<file path="config.mk">
export PLATFORM = sky130hd
export DESIGN_NAME = music_play_ctrl_flat
export DESIGN_NICKNAME = d
export VERILOG_FILES = /design/src/rtl/music_play_ctrl_if.sv /design/src/rtl/music_play_ctrl.sv /design/src/flat_wrapper.sv
export SDC_FILE = /design/constraint.sdc
export NUM_CORES = 1
export LEC_CHECK = 0
export ABC_AREA = 1
export CAP_MARGIN = 10
export CORE_MARGIN = 3
export CORE_UTILIZATION = 40
export CTS_BUF_LIST = sky130_fd_sc_hd__clkbuf_16
export DETAILED_ROUTE_END_ITERATION = 12
export GPL_TIMING_DRIVEN = 0
export SLEW_MARGIN = 20
export SYNTH_ARGS = -nofsm -noshare
export SYNTH_HDL_FRONTEND = slang
export SYNTH_SLANG_ARGS = --single-unit
</file>
<file path="constraint.sdc">
create_clock -name sys_clk -period 3.4 [get_ports sys_clk]
set_input_delay 0.34 -clock sys_clk [delete_from_list [all_inputs] [get_ports sys_clk]]
set_output_delay 0.34 -clock sys_clk [all_outputs]
set_load 0.02 [all_outputs]
</file>
<file path="src/rtl/music_play_ctrl_if.sv">
// Key/ROM/playback signal bundle between the music playback sequencer and its neighbours.
// The master side drives the keys and ROM data; the slave side is the sequencer.
interface music_play_ctrl_if #(
  parameter int ADDR_W    = 12,
  parameter int TRACK_NUM = 4
);
  localparam int SEL_W = $clog2(TRACK_NUM);

  logic              key_play;
  logic              key_stop;
  logic              key_next;
  logic              key_prev;
  logic              loop_en;
  logic [ADDR_W-1:0] track_base;
  logic [ADDR_W-1:0] track_len;
  logic [SEL_W-1:0]  track_sel;
  logic [ADDR_W-1:0] ram_addr_out;
  logic [ADDR_W-1:0] rd_addr;
  logic [ADDR_W-1:0] music_len;
  logic              playing;
  logic              note_tick;

  modport master (
    output key_play, key_stop, key_next, key_prev, loop_en, track_base, track_len,
    input  track_sel, ram_addr_out, rd_addr, music_len, playing, note_tick
  );

  modport slave (
    input  key_play, key_stop, key_next, key_prev, loop_en, track_base, track_len,
    output track_sel, ram_addr_out, rd_addr, music_len, playing, note_tick
  );
endinterface

</file>
<file path="src/rtl/music_play_ctrl.sv">
// Music RAM playback sequencer: steps the read address at NOTE_HZ and handles
// play/pause/stop/next/prev over a small track list described by an external ROM.
module music_play_ctrl #(
  parameter int CLK_FREQ  = 100_000_000,
  parameter int NOTE_HZ   = 4,
  parameter int TRACK_NUM = 4,
  parameter int ADDR_W    = 12
) (
  input  logic               sys_clk,
  input  logic               sys_rst_n,
  music_play_ctrl_if.slave   bus
);
  localparam int DIV   = CLK_FREQ / NOTE_HZ;
  localparam int DIV_W = (DIV > 1) ? $clog2(DIV) : 1;
  localparam int SEL_W = $clog2(TRACK_NUM);
  localparam logic [DIV_W-1:0] DIV_LAST = DIV_W'(DIV - 1);
  localparam logic [SEL_W-1:0] SEL_LAST = SEL_W'(TRACK_NUM - 1);

  typedef enum logic [1:0] {IDLE, LOAD, PLAY, PAUSE} state_t;

  state_t            state_q, state_d;
  logic [SEL_W-1:0]  sel_q, sel_d;
  logic [ADDR_W-1:0] addr_q, addr_d;
  logic [ADDR_W-1:0] rd_q, rd_d;
  logic [ADDR_W-1:0] len_q, len_d;
  logic [ADDR_W-1:0] base_q, base_d;
  logic [DIV_W-1:0]  div_q, div_d;
  logic              tick_q, tick_d;

  logic [SEL_W-1:0]  sel_inc, sel_dec;
  logic              div_term, at_end;

  // Explicit wrap so non-power-of-two track counts still cycle correctly.
  assign sel_inc  = (sel_q == SEL_LAST) ? '0 : sel_q + SEL_W'(1);
  assign sel_dec  = (sel_q == '0) ? SEL_LAST : sel_q - SEL_W'(1);
  assign div_term = (div_q == DIV_LAST);
  assign at_end   = (len_q == '0) || (addr_q >= (len_q - ADDR_W'(1)));

  always_comb begin
    state_d = state_q;
    sel_d   = sel_q;
    addr_d  = addr_q;
    rd_d    = rd_q;
    len_d   = len_q;
    base_d  = base_q;
    div_d   = div_q;
    tick_d  = 1'b0;

    unique case (state_q)
      IDLE: begin
        if (bus.key_stop) begin
          state_d = IDLE;
        end else if (bus.key_next) begin
          sel_d = sel_inc;
        end else if (bus.key_prev) begin
          sel_d = sel_dec;
        end else if (bus.key_play) begin
          state_d = LOAD;
        end
      end

      LOAD: begin
        len_d  = bus.track_len;
        base_d = bus.track_base;
        addr_d = '0;
        rd_d   = bus.track_base;
        if (bus.track_len == '0) begin
          state_d = IDLE;
        end else begin
          tick_d  = 1'b1;
          state_d = PLAY;
        end
      end

      PLAY: begin
        div_d = div_term ? '0 : div_q + DIV_W'(1);
        // Keys take precedence over a coinciding divider terminal.
        if (bus.key_stop) begin
          state_d = IDLE;
          addr_d  = '0;
          rd_d    = base_q;
        end else if (bus.key_next) begin
          sel_d   = sel_inc;
          state_d = LOAD;
        end else if (bus.key_prev) begin
          sel_d   = sel_dec;
          state_d = LOAD;
        end else if (bus.key_play) begin
          state_d = PAUSE;
        end else if (div_term) begin
          if (!at_end) begin
            addr_d = addr_q + ADDR_W'(1);
            rd_d   = rd_q + ADDR_W'(1);
            tick_d = 1'b1;
          end else if (bus.loop_en) begin
            state_d = LOAD;
          end else if (sel_q != SEL_LAST) begin
            sel_d   = sel_q + SEL_W'(1);
            state_d = LOAD;
          end else begin
            sel_d   = '0;
            addr_d  = '0;
            state_d = IDLE;
          end
        end
      end

      PAUSE: begin
        if (bus.key_stop) begin
          state_d = IDLE;
          addr_d  = '0;
          rd_d    = base_q;
        end else if (bus.key_next) begin
          sel_d   = sel_inc;
          state_d = LOAD;
        end else if (bus.key_prev) begin
          sel_d   = sel_dec;
          state_d = LOAD;
        end else if (bus.key_play) begin
          state_d = PLAY;
        end
      end

      default: state_d = IDLE;
    endcase

    if (state_d == IDLE || state_d == LOAD || state_q == LOAD) begin
      div_d = '0;
    end
  end

  always_ff @(posedge sys_clk or negedge sys_rst_n) begin
    if (!sys_rst_n) begin
      state_q <= IDLE;
      sel_q   <= '0;
      addr_q  <= '0;
      rd_q    <= '0;
      len_q   <= '0;
      base_q  <= '0;
      div_q   <= '0;
      tick_q  <= 1'b0;
    end else begin
      state_q <= state_d;
      sel_q   <= sel_d;
      addr_q  <= addr_d;
      rd_q    <= rd_d;
      len_q   <= len_d;
      base_q  <= base_d;
      div_q   <= div_d;
      tick_q  <= tick_d;
    end
  end

  assign bus.track_sel    = sel_q;
  assign bus.ram_addr_out = addr_q;
  assign bus.rd_addr      = rd_q;
  assign bus.music_len    = len_q;
  assign bus.playing      = (state_q == PLAY);
  assign bus.note_tick    = tick_q;
endmodule

</file>
<file path="src/flat_wrapper.sv">
// flat-port wrapper written by rule: the top's interface ports become plain ports
module music_play_ctrl_flat 
#(
  parameter int CLK_FREQ  = 100_000_000,
  parameter int NOTE_HZ   = 4,
  parameter int TRACK_NUM = 4,
  parameter int ADDR_W    = 12
)
  (sys_clk, sys_rst_n, bus_key_play, bus_key_stop, bus_key_next, bus_key_prev, bus_loop_en, bus_track_base, bus_track_len, bus_track_sel, bus_ram_addr_out, bus_rd_addr, bus_music_len, bus_playing, bus_note_tick);
  music_play_ctrl_if #(.ADDR_W(ADDR_W), .TRACK_NUM(TRACK_NUM)) bus_i ();
  input  logic sys_clk;
  input  logic sys_rst_n;
  input wire logic [$bits(bus_i.key_play)-1:0] bus_key_play;
  input wire logic [$bits(bus_i.key_stop)-1:0] bus_key_stop;
  input wire logic [$bits(bus_i.key_next)-1:0] bus_key_next;
  input wire logic [$bits(bus_i.key_prev)-1:0] bus_key_prev;
  input wire logic [$bits(bus_i.loop_en)-1:0] bus_loop_en;
  input wire logic [$bits(bus_i.track_base)-1:0] bus_track_base;
  input wire logic [$bits(bus_i.track_len)-1:0] bus_track_len;
  output wire logic [$bits(bus_i.track_sel)-1:0] bus_track_sel;
  output wire logic [$bits(bus_i.ram_addr_out)-1:0] bus_ram_addr_out;
  output wire logic [$bits(bus_i.rd_addr)-1:0] bus_rd_addr;
  output wire logic [$bits(bus_i.music_len)-1:0] bus_music_len;
  output wire logic [$bits(bus_i.playing)-1:0] bus_playing;
  output wire logic [$bits(bus_i.note_tick)-1:0] bus_note_tick;
  assign bus_i.key_play = bus_key_play;
  assign bus_i.key_stop = bus_key_stop;
  assign bus_i.key_next = bus_key_next;
  assign bus_i.key_prev = bus_key_prev;
  assign bus_i.loop_en = bus_loop_en;
  assign bus_i.track_base = bus_track_base;
  assign bus_i.track_len = bus_track_len;
  assign bus_track_sel = bus_i.track_sel;
  assign bus_ram_addr_out = bus_i.ram_addr_out;
  assign bus_rd_addr = bus_i.rd_addr;
  assign bus_music_len = bus_i.music_len;
  assign bus_playing = bus_i.playing;
  assign bus_note_tick = bus_i.note_tick;
  music_play_ctrl #(.CLK_FREQ(CLK_FREQ), .NOTE_HZ(NOTE_HZ), .TRACK_NUM(TRACK_NUM), .ADDR_W(ADDR_W)) u_core (.sys_clk(sys_clk), .sys_rst_n(sys_rst_n), .bus(bus_i));
endmodule
</file>
==> reports/qor.txt <==
RUN STATUS
------------------------------------------------------------------------------------
Outcome                                                                 finished clean

WORST SETUP PATH
------------------------------------------------------------------------------------
R2R Path End                                                            u_core.bus.ram_addr_out[7]
Max stage delay cell, worst path                                        sky130_fd_sc_hd__dfrtp_1
CP dominant cell by count                                               sky130_fd_sc_hd__nor2_1
Slowest Stage Delay on Critical Path                                         0.41 ns
Cells on worst reg2reg path                                                       19
Critical Path, Cell by Cell                                             nor3_4 -> nand3_2 -> nor3_2 -> nand3_1 -> nor3_2 -> xor2_1 -> ha_1 -> nand2_1 -> nor2_1 -> nand2_1 -> nor2_1 -> nand2_1 -> nand3_2 -> buf_4 -> nand3_2 -> nand2_4 -> buf_6 -> nor2_1 -> nor2_1
Buffer and inverter count on the worst path                                        2
Endpoint arrival time on the critical path                                   3.41 ns
Crit Path Category                                                      register to register
Endpoint required time on the critical path                                  3.67 ns
Flop2flop setup slack                                                        0.27 ns
Worst path top cell family by delay                                     simple AND/OR/NAND/NOR gates
Endpoint class of the critical path                                         register
Kind of start point of the critical path                                    register
Crit Path Max Fanout                                                              10
Launching point of the worst reg2reg path                               u_core.bus.music_len[0]

GLOBAL ROUTING
------------------------------------------------------------------------------------
First-pass GRT wire length                                                   23.4 mm
Pin count of the biggest net entering global routing                              45
Total global-route track usage                                                 20.4%
Number of global-route vias before repair                                       4720
Overflow after GRT                                                                 0
Initial antenna violation count                                                    0

POWER AND IR DROP
------------------------------------------------------------------------------------
Power Density                                                             502 mW/mm²
Worst-case vdd ir drop                                                    0.000311 V
Leakage power                                                                2.80 nW

LOGIC SYNTHESIS
------------------------------------------------------------------------------------
Most repeated cell in the gate-level netlist after synthesis            sky130_fd_sc_hd__nand2_1
Post-Syn Nets                                                                    758
Share of flip-flops with an asynchronous set or reset after synthesis           100%
Mean area per synthesized cell                                              7.29 µm²
Total of flip-flops plus latches after synthesis                                  78
Sequential-to-total area share from yosys stat                                 38.0%
Synthesis Warnings                                                                 0
Count of mapped cells out of synthesis                                           705
Library cell with the largest summed area after synthesis               sky130_fd_sc_hd__dfrtp_1
Share of Yosys cell area claimed by the top area cell type                     38.0%
Main flop type after synthesis                                          sky130_fd_sc_hd__dfrtp_1
Post-Syn Area                                                            0.00514 mm²
Dominant cells by area after synthesis                                  sky130_fd_sc_hd__dfrtp_1 38%, sky130_fd_sc_hd__nand2_1 13%, sky130_fd_sc_hd__inv_1 6.5%
Synth cell types                                                                  48
Most used standard cells in the synthesized netlist                     173 x sky130_fd_sc_hd__nand2_1, 89 x sky130_fd_sc_hd__inv_1, 78 x sky130_fd_sc_hd__dfrtp_1
Number of synthesized flops with an enable pin                                     0

DETAILED ROUTING
------------------------------------------------------------------------------------
Post-route DRC violation count                                                     0
WL met3                                                                       734 µm
Count of antenna-violating nets left after detailed routing                        0
Vias                                                                            4939
Highest Signal Layer                                                            met4
Metal1 wirelength                                                            6.75 mm
Average wire per cell in the routed design                                   14.5 µm
Routed wire length on met2                                                   6.20 mm
1st-iter DRT viols                                                               389
Mean number of vias per cell                                                    5.12
Pre-antenna DRT Iters                                                              7
Total wirelength of the detailed-routed design                               13.9 mm

DIE
------------------------------------------------------------------------------------
IO Pins                                                                           71
Core ar.                                                                  0.0123 mm²
Overall die width                                                             119 µm
Die extent in y                                                               119 µm
Starting density of the core                                                   41.9%
FP Rows                                                                           40
Die footprint                                                             0.0142 mm²

CLOCK TREE
------------------------------------------------------------------------------------
Maximum level of the CTS H-tree                                                    3
# clock sinks                                                                     78
Clock network latency to the later pin of the worst-skew pair                0.34 ns
Num CTS Buffers                                                                    9
Clk pin slew, worst setup/hold paths                                         0.06 ns
CTS tree                                                                       built
Buffer type at the clock tree root                                      sky130_fd_sc_hd__clkbuf_16
CTS max path bufs                                                                  2

TIMING
------------------------------------------------------------------------------------
Min Tclk post-route                                                          3.13 ns
Actual slew at the worst max-slew pin                                       0.588 ns
Timing-limited maximum frequency                                             319 MHz
Final critical-path share of the clock period                                  92.2%
Clk_skew                                                                  0.00849 ns
Final number of setup-violating endpoints                                          0
Sum Neg Setup Slack                                                             0 ns
Final count of hold timing violations                                              0
Final count of pins violating max slew                                             0
Max-slew headroom at the worst pin                                             60.8%

FINAL LAYOUT
------------------------------------------------------------------------------------
Fraction of final layout cells with drive strength greater than 1              8.41%
Area added between synthesis and finish                                        25.1%
NumNets Final                                                                    845
Number of diodes                                                                   0
Final non-filler cell total                                                      965
Number of filler instances in the final layout                                  1189

PLACEMENT
------------------------------------------------------------------------------------
Placer congestion estimate                                                     0.883
HPWL after detailed placement                                                10.4 mm
Placed cell count                                                                944
Port-buffer cells                                                                 70

WORST HOLD PATH
------------------------------------------------------------------------------------
Startpoint of the lowest-slack hold path                                u_core.base_q[8]
Worst hold path class                                                   register to register
Instance count along the most critical hold path                                   2
Worst hold path endpoint                                                u_core.base_q[8]

FLOW RUN
------------------------------------------------------------------------------------
Max Cap Viol                                                                       0

cells in the final DEF (no fill, tap or decap), types with 4 or more instances in the layout:
cell type / Yosys / final
sky130_fd_sc_hd__nand2_1: 173 / 173
sky130_fd_sc_hd__inv_1: 89 / 89
sky130_fd_sc_hd__dfrtp_1: 78 / 78
sky130_fd_sc_hd__nor2_1: 74 / 74
sky130_fd_sc_hd__clkdlybuf4s50_1: 0 / 69
sky130_fd_sc_hd__o21ai_0: 47 / 47
sky130_fd_sc_hd__nand3_1: 46 / 44
sky130_fd_sc_hd__a21oi_1: 25 / 24
sky130_fd_sc_hd__ha_1: 22 / 22
sky130_fd_sc_hd__xor2_1: 20 / 20
sky130_fd_sc_hd__nor3_1: 19 / 16
sky130_fd_sc_hd__nand4_1: 13 / 13
sky130_fd_sc_hd__o21ai_1: 10 / 10
sky130_fd_sc_hd__clkbuf_1: 9 / 9
sky130_fd_sc_hd__clkbuf_16: 0 / 9
sky130_fd_sc_hd__nor2_2: 6 / 6
sky130_fd_sc_hd__buf_4: 1 / 6
sky130_fd_sc_hd__inv_2: 5 / 5
sky130_fd_sc_hd__buf_6: 5 / 5
sky130_fd_sc_hd__a31oi_1: 5 / 5
sky130_fd_sc_hd__nand3_2: 2 / 4
sky130_fd_sc_hd__nand2_2: 4 / 4
sky130_fd_sc_hd__or2_2: 4 / 4
sky130_fd_sc_hd__o211ai_1: 4 / 4
sky130_fd_sc_hd__o22ai_1: 4 / 4
sky130_fd_sc_hd__o31ai_1: 4 / 4
sky130_fd_sc_hd__clkinv_1: 0 / 4
worst min-delay path, delay by kind of cell, from the launching register on:
family	cells	cell delay [ns]
flip-flops	1	0.34
AND/OR/NAND/NOR	2	0.10
final cells by class:
type / instances / area (µm²) / share of cell area (%)
Sequential cell: 78 / 1950 / 30.4
Inverter: 96 / 368 / 5.72
Tap cell: 168 / 210 / 3.27
Timing Repair Buffer: 76 / 766 / 11.9
Clock inverter: 7 / 55.1 / 0.856
Multi-Input combinational cell: 515 / 2750 / 42.8
Clock buffer: 9 / 225 / 3.50
Buffer: 16 / 103 / 1.60
state kept, by name, summed over array words and instances (netlist names):
name                     cells
u_core.bus.track_sel         2
u_core.bus.rd_addr          12
u_core.div_q                25
u_core.base_q               12
u_core.bus.music_len        12
u_core.bus.note_tick         1
u_core.state_q               2
u_core.bus.ram_addr_out     12
worst max path at each step:
stage | startpoint | end | slack (ns) | depth (start not counted)
4_1_cts | u_core.bus.music_len[2] | u_core.div_q[2] | 0.08 | 21
5_1_grt | u_core.bus.music_len[0] | u_core.bus.ram_addr_out[7] | -0.02 | 20
3_3_place_gp | sys_rst_n | u_core.base_q[6] | -1.03 | 1
2_1_floorplan | u_core.bus.music_len[2] | u_core.bus.ram_addr_out[7] | 0.37 | 18
3_5_place_dp | u_core.bus.music_len[2] | u_core.bus.ram_addr_out[4] | -0.03 | 18
6_report | u_core.bus.music_len[0] | u_core.bus.ram_addr_out[7] | 0.27 | 19
kinds of logic after synthesis:
logic type               share of synthesized area (%)
AND/OR/NAND/NOR                                   30.7
AO/OA/AOI/OAI                                     13.0
buffers and inverters                             9.15
flip-flops                                        38.0
XOR/XNOR                                          3.75
adder cells (fa/ha/maj)                           5.36
per-stage QoR:
stage               area, µm²  total power [mW]  hold WS [ns]  setup slack [ns]  utilization (%)
global route             6430              3.44         0.499           -0.0230             52.4
CTS                      6380              3.24         0.479            0.0820             52.0
finish                   6430              3.23         0.475             0.265             52.4
global placement         6050              2.25         0.456             -1.03             49.3
floorplan                5140              1.83        0.0444             0.365                -
detailed placement       6080              2.28         0.345           -0.0256             49.6
power breakdown:
part / internal, mW / leakage [nW] / switching [mW]
Clock: 0.556 / 0.139 / 0.379
Combinational: 0.458 / 1.64 / 0.587
Sequential: 1.09 / 1.02 / 0.165
repair_timing:
| action | 4_1_cts | 5_1_grt |
|---|---|---|
| resized for setup | 2 | 5 |
| pin swaps | 0 | 3 |
| hold endpoints to repair | 34 | 0 |
| hold buffers | 1 | 0 |
| endpoints found under the setup margin | 6 | 53 |
| buffers inserted | 0 | 4 |
routing by layer:
layer / global-route usage (%) / up-vias
li1: - / 2478
met1: 29.1 / 2295
met2: 30.9 / 143
met3: 3.47 / 23
met4: 7.44 / 0
met5: 0 / -
Power figures use the tool's default switching activity.
